[config.mk]
export PLATFORM = sky130hd
export DESIGN_NAME = boom_writeback_unit
export DESIGN_NICKNAME = d
export VERILOG_FILES = /design/src/rtl/wb_pkg.sv /design/src/rtl/wb_line_buffer.sv /design/src/rtl/boom_writeback_unit.sv
export SDC_FILE = /design/constraint.sdc
export NUM_CORES = 1
export LEC_CHECK = 0
export ABC_CLOCK_PERIOD_IN_PS = 16090
export BUFFER_PORTS_ARGS = -buffer_cell sky130_fd_sc_hd__buf_2
export CORE_UTILIZATION = 35
export DETAILED_ROUTE_END_ITERATION = 12
export SYNTH_ARGS = -nofsm -noshare
export SYNTH_HDL_FRONTEND = slang
export SYNTH_SLANG_ARGS = --single-unit
[constraint.sdc]
create_clock -name clock -period 16.09 [get_ports clock]
set_input_delay 1.609 -clock clock [delete_from_list [all_inputs] [get_ports clock]]
set_output_delay 1.609 -clock clock [all_outputs]
set_load 0.005 [all_outputs]
[src/rtl/wb_pkg.sv]
// Shared definitions for the BOOM L1 D-cache writeback unit.
//
// Contents:
//   wb_state_t      - writeback FSM state encoding
//   PROBE_ACK_DATA  - TileLink C opcode for probe-triggered writebacks (5)
//   RELEASE_DATA    - TileLink C opcode for voluntary evictions (7)
//   LINE_SIZE_LG    - log2 of the cache line size in bytes (64 B lines)
//   c_opcode()      - picks the C-channel opcode from the voluntary flag
package wb_pkg;

  typedef enum logic [1:0] {
    S_IDLE     = 2'd0,
    S_READ     = 2'd1,
    S_SEND     = 2'd2,
    S_WAIT_ACK = 2'd3
  } wb_state_t;

  localparam logic [2:0] PROBE_ACK_DATA = 3'd5;
  localparam logic [2:0] RELEASE_DATA   = 3'd7;
  localparam int         LINE_SIZE_LG   = 6;

  function automatic logic [2:0] c_opcode(input logic voluntary);
    return voluntary ? RELEASE_DATA : PROBE_ACK_DATA;
  endfunction

endpackage

[src/rtl/wb_line_buffer.sv]
// Line buffer for the writeback unit: BEATS x ROW_BITS register file.
// One synchronous write port, one asynchronous (combinational) read port so
// the C-channel beat data follows send_ctr in the same cycle.
//
// Ports:
//   clock  in   clock
//   we     in   write enable
//   waddr  in   write beat index
//   wdata  in   write data (one data-array row)
//   raddr  in   read beat index
//   rdata  out  read data, combinational from raddr
module wb_line_buffer #(
  parameter int ROW_BITS = 64,
  parameter int BEATS    = 8,
  localparam int AW      = $clog2(BEATS)
) (
  input  logic                clock,
  input  logic                we,
  input  logic [AW-1:0]       waddr,
  input  logic [ROW_BITS-1:0] wdata,
  input  logic [AW-1:0]       raddr,
  output logic [ROW_BITS-1:0] rdata
);

  logic [ROW_BITS-1:0] mem [BEATS];

  // Pure data storage: contents are only read after being written for the
  // current line, so no reset is needed.
  always_ff @(posedge clock) begin
    if (we) begin
      mem[waddr] <= wdata;
    end
  end

  assign rdata = mem[raddr];

endmodule

[src/rtl/boom_writeback_unit.sv]
// BOOM L1 D-cache writeback unit.
//
// Accepts one writeback request (probe-triggered or voluntary eviction),
// reads the victim line beat by beat from the data array into a local line
// buffer, sends it on the TileLink C channel as ProbeAckData / ReleaseData,
// and for voluntary releases waits for the ReleaseAck on D.
//
// Build option: define BOOM_WB_STREAM_EN to overlap the read and send phases
// (a beat may be sent as soon as it has been captured). Default build buffers
// the whole line before the first C beat.
//
// Handshakes: every *_valid/*_ready pair transfers exactly on a cycle where
// both are high at the rising clock edge. A valid output, once raised, stays
// high with stable payload until it transfers; valid outputs never depend
// combinationally on the matching ready input.
//
// Ports:
//   clock, reset             clock, asynchronous active-low reset
//   req_*                    writeback request (valid/ready)
//   data_req_*               data array read request (valid/ready)
//   data_resp                read data, one cycle after a data_req transfer
//   rel_*                    TileLink C channel beat (valid/ready)
//   ack_valid, ack_ready     ReleaseAck on D (ready only in S_WAIT_ACK)
//   busy, busy_idx           unit active / set being written back
//   fsm_state                current FSM state, for observation
module boom_writeback_unit
  import wb_pkg::*;
#(
  parameter int NWAYS       = 4,
  parameter int IDX_BITS    = 6,
  parameter int TAG_BITS    = 20,
  parameter int ROW_BITS    = 64,
  parameter int BEATS       = 8,
  parameter int SOURCE_BITS = 4,
  parameter int ADDR_BITS   = 32,
  localparam int BEAT_BITS  = $clog2(BEATS),
  localparam int CTR_BITS   = BEAT_BITS + 1
) (
  input  logic                          clock,
  input  logic                          reset,
  // writeback request
  input  logic                          req_valid,
  output logic                          req_ready,
  input  logic [SOURCE_BITS-1:0]        req_source,
  input  logic [IDX_BITS-1:0]           req_idx,
  input  logic [TAG_BITS-1:0]           req_tag,
  input  logic [2:0]                    req_param,
  input  logic [NWAYS-1:0]              req_way_en,
  input  logic                          req_voluntary,
  // data array read
  output logic                          data_req_valid,
  input  logic                          data_req_ready,
  output logic [NWAYS-1:0]              data_req_way_en,
  output logic [IDX_BITS+BEAT_BITS-1:0] data_req_addr,
  input  logic [ROW_BITS-1:0]           data_resp,
  // TileLink C channel
  output logic                          rel_valid,
  input  logic                          rel_ready,
  output logic [2:0]                    rel_opcode,
  output logic [2:0]                    rel_param,
  output logic [3:0]                    rel_size,
  output logic [SOURCE_BITS-1:0]        rel_source,
  output logic [ADDR_BITS-1:0]          rel_address,
  output logic [ROW_BITS-1:0]           rel_data,
  // ReleaseAck on D
  input  logic                          ack_valid,
  output logic                          ack_ready,
  // status
  output logic                          busy,
  output logic [IDX_BITS-1:0]           busy_idx,
  output wb_state_t                     fsm_state
);

  localparam logic [CTR_BITS-1:0] BEATS_C = CTR_BITS'(BEATS);
  localparam logic [CTR_BITS-1:0] LAST_C  = CTR_BITS'(BEATS - 1);

  wb_state_t               state;
  logic [CTR_BITS-1:0]     read_ctr;
  logic [CTR_BITS-1:0]     resp_ctr;
  logic [CTR_BITS-1:0]     send_ctr;
  logic                    resp_pending;

  // Fields latched at request acceptance
  logic [SOURCE_BITS-1:0]  source_q;
  logic [IDX_BITS-1:0]     idx_q;
  logic [TAG_BITS-1:0]     tag_q;
  logic [2:0]              param_q;
  logic [NWAYS-1:0]        way_en_q;
  logic                    voluntary_q;

  logic                    req_fire;
  logic                    data_req_fire;
  logic                    rel_fire;
  logic                    buf_we;

  // ---------------------------------------------------------------------------
  // Output decode: everything below is a function of registered state only.
  // ---------------------------------------------------------------------------
  assign req_ready       = (state == S_IDLE);
  assign ack_ready       = (state == S_WAIT_ACK);
  assign busy            = (state != S_IDLE);
  assign busy_idx        = idx_q;
  assign fsm_state       = state;

  assign data_req_valid  = (state == S_READ) && (read_ctr < BEATS_C);
  assign data_req_way_en = way_en_q;
  assign data_req_addr   = {idx_q, read_ctr[BEAT_BITS-1:0]};

`ifdef BOOM_WB_STREAM_EN
  // A beat may leave as soon as it has been captured into the buffer.
  assign rel_valid = ((state == S_READ) || (state == S_SEND)) && (send_ctr < resp_ctr);
`else
  assign rel_valid = (state == S_SEND);
`endif

  assign rel_opcode  = c_opcode(voluntary_q);
  assign rel_param   = param_q;
  assign rel_size    = 4'(LINE_SIZE_LG);
  assign rel_source  = source_q;
  assign rel_address = ADDR_BITS'({tag_q, idx_q, {LINE_SIZE_LG{1'b0}}});

  assign req_fire      = req_valid && req_ready;
  assign data_req_fire = data_req_valid && data_req_ready;
  assign rel_fire      = rel_valid && rel_ready;

  // The data array answers exactly one cycle after a read transfer; the
  // pending flag marks the cycle on which data_resp belongs to this line.
  assign buf_we = (state == S_READ) && resp_pending;

  wb_line_buffer #(
    .ROW_BITS (ROW_BITS),
    .BEATS    (BEATS)
  ) u_line_buffer (
    .clock (clock),
    .we    (buf_we),
    .waddr (resp_ctr[BEAT_BITS-1:0]),
    .wdata (data_resp),
    .raddr (send_ctr[BEAT_BITS-1:0]),
    .rdata (rel_data)
  );

  // ---------------------------------------------------------------------------
  // Writeback FSM
  // ---------------------------------------------------------------------------
  always_ff @(posedge clock or negedge reset) begin
    if (!reset) begin
      state        <= S_IDLE;
      read_ctr     <= '0;
      resp_ctr     <= '0;
      send_ctr     <= '0;
      resp_pending <= 1'b0;
      source_q     <= '0;
      idx_q        <= '0;
      tag_q        <= '0;
      param_q      <= '0;
      way_en_q     <= '0;
      voluntary_q  <= 1'b0;
    end else begin
      case (state)
        S_IDLE: begin
          if (req_fire) begin
            source_q     <= req_source;
            idx_q        <= req_idx;
            tag_q        <= req_tag;
            param_q      <= req_param;
            way_en_q     <= req_way_en;
            voluntary_q  <= req_voluntary;
            read_ctr     <= '0;
            resp_ctr     <= '0;
            send_ctr     <= '0;
            resp_pending <= 1'b0;
            state        <= S_READ;
          end
        end

        S_READ: begin
          if (data_req_fire) begin
            read_ctr <= read_ctr + 1'b1;
          end
          resp_pending <= data_req_fire;
          if (resp_pending) begin
            resp_ctr <= resp_ctr + 1'b1;
            // Leave on the edge that captures the final beat, so the full
            // line is in the buffer by the first S_SEND cycle.
            if (resp_ctr == LAST_C) begin
              state <= S_SEND;
            end
          end
`ifdef BOOM_WB_STREAM_EN
          // The final beat is captured on the same edge that leaves S_READ,
          // so it can never be sent here; the last send always occurs in
          // S_SEND.
          if (rel_fire) begin
            send_ctr <= send_ctr + 1'b1;
          end
`endif
        end

        S_SEND: begin
          if (rel_fire) begin
            send_ctr <= send_ctr + 1'b1;
            if (send_ctr == LAST_C) begin
              state <= voluntary_q ? S_WAIT_ACK : S_IDLE;
            end
          end
        end

        S_WAIT_ACK: begin
          if (ack_valid) begin
            state <= S_IDLE;
          end
        end

        default: state <= S_IDLE;
      endcase
    end
  end

endmodule

==> qor.csv <==
metric;value;unit
status;finished clean;
multiInputGateArea;4590;um2
postCtsHoldBufs;0;
io_pins;244;
irDropWorstVdd;0.103;mV
p_total;0.00392;W
grt_pass1_vias;11189;
root_buffer;clkbuf_16;
start_util;35.7;%
ys_seq_area_share;77.0;%
setup_viol;0;
drt_iter0_drc;628;
grt_pass1_wl;69.8;mm
cap_violations;0;
drive_gt1_share;41.4;%
ys_warn_count;0;
die_w;251;um
tightest_slew;1080;ps
syn_avg_cell_area;21.2;um2
yosys.area.top_type;edfxtp_1;
cpPeakStageDelay;820;ps
cts_sinks;565;
gp_congestion;0.723;
synth_edf_count;512;
cts.clk_slew.worst_paths;60;ps
ys_async_sr_fraction;9.38;%
nNetsFinal;1378;
drv_slew;0;
antenna_found_initial;5;
hp-class;register to register;
synth.distinct_cells;37;
synth_area;21700;um2
dieArea;63000;um2
crit_arrival;3820;ps
synth.most_common_cell;edfxtp_1;
firstDrtPassIters;4;
synth.top_cell.area_share;70.9;%
worstRegToRegCells;3;
viasPerCell;4.95;
p_leak;8.68;nW
crit_path_start_kind;register;
areaGrowthSynthToFinish;17.6;%
clock.fmax;0.184;GHz
maxSlewHeadroom;27.6;%
path_cells;buf_4 -> buf_4 -> mux4_2 -> mux2_2 -> buf_2;
gr-total-overflow;0;
drcViolationCount;0;
synth_cells;1025;
ctsResizeCount;0;
clockBufferDepth;3;
holdPathStages;2;
dieHeight;251;um
cp_slowest_cell;buf_4;
ant_nets;0;
cts_inserted_buffers;59;
setup_tns;0;ps
synth_ff_type;edfxtp_1;
port-buffer-count;231;
htreeDepth;2;
min_period_over_period;33.7;%
grt_max_degree;103;
netlist_top_cells_area;edfxtp_1 (71%), mux4_2 (13%), dfrtp_1 (6.1%);
powerDensity;154;nW/um2
end_kind;output pin;
fp-row-count;90;
hold_viol;0;
fillers;5312;
crit_required;14480;ps
period_needed;5430;ps
grt.total_usage;14.8;%
register_area;16700;um2
dpl.hpwl;24.9;mm
post-route-util;42.0;%
postCtsSetupBuffers;0;
rsz0062_at_grt;false;
coreArea;60800;um2
wl_per_cell;22.0;um
yosys-top-cells-count;edfxtp_1 (512), mux4_2 (128), nand2_1 (123), mux2_2 (66), dfrtp_1 (53);
crit_type;register to output pin;
wl;46.2;mm
worst_clock_skew;27.0;ps
critPathMaxFanout;56;
cts_tree;built;
postSynthRegisterBits;565;
path_common_cell;buf_4;
clk_latency;600;ps
num_vias;10378;
routing by layer:
metal | GRT usage [%] | wire [um] | vias up
met1 | 19.7 | 20200 | 5493
met4 | 4.69 | 1090 | 8
li1 | - | - | 4572
met3 | 3.18 | 2250 | 81
met5 | 0 | 39 | -
met2 | 24.5 | 22600 | 224
critical path, delay by kind of cell, from the launching register on:
| family | cells | cell delay, ps |
|---|---|---|
| buffers and inverters | 3 | 1620 |
| multiplexers | 2 | 740 |
| flip-flops | 1 | 720 |
cell usage in the layout, fill, tap and decap left out, types with 11 or more instances in the layout:
cell type,instances
edfxtp_1,512
conb_1,12
mux4_2,128
dfrtp_1,50
buf_4,17
clkbuf_1,11
clkbuf_16,63
clkinv_2,11
buf_2,231
mux2_2,66
nand2_1,123
sequential cells by signal, summed over array words and instances, names as in the netlist, 2 cells and up:
name / count
rel_param: 3
resp_ctr: 4
data_req_way_en: 4
read_ctr: 4
send_ctr: 4
fsm_state: 2
busy_idx: 6
tag_q: 20
u_line_buffer.mem: 512
rel_source: 4
through the flow:
stage	hold slack, ps	setup WS (ps)	area, um2	cells
finish	467	10660	25500	2096
global route	491	10520	25500	2095
CTS	472	10580	25500	2095
detailed placement	457	11280	23600	1988
global placement	456	11260	23600	1988
floorplan	466	10180	21700	1035
logic make-up after synthesis:
logic type	synth area share (%)
buf+inv	2.29
other cells	0.0346
compound gates	0.704
simple gates	3.08
mux	16.7
flops	77.0
fa+ha+maj	0.173
layout make-up:
class                   count  share of cell area [%]
well taps                 782                    3.83
repair buffers            249                    5.11
diodes                      1                 0.00981
clock inverters            30                    1.00
flip-flops and latches    565                    65.5
clock buffers              77                    6.50
multi-input cells         388                    18.0
inverters                   4                  0.0588
power breakdown:
part | switching, W | leakage, nW | total (W) | internal, W
clock | 0.000538 | 0.943 | 0.00132 | 0.000786
combinational | 0.000359 | 2.44 | 0.000679 | 0.000320
sequential | 0.0000886 | 5.29 | 0.00192 | 0.00183
total | 0.000986 | 8.68 | 0.00392 | 0.00294
final timing paths:
kind,start,end,slack [ps]
max in group asynchronous,reset,send_ctr[2],14430
min in group asynchronous,reset,tag_q[3],1140
hold / removal,tag_q[12],tag_q[12],470
hold reg to reg,tag_q[12],tag_q[12],470
setup / recovery,send_ctr[1],rel_data[1],10660
setup reg to reg,fsm_state[0],u_line_buffer.mem[5][11],12690
Power figures use the tool's default switching activity.
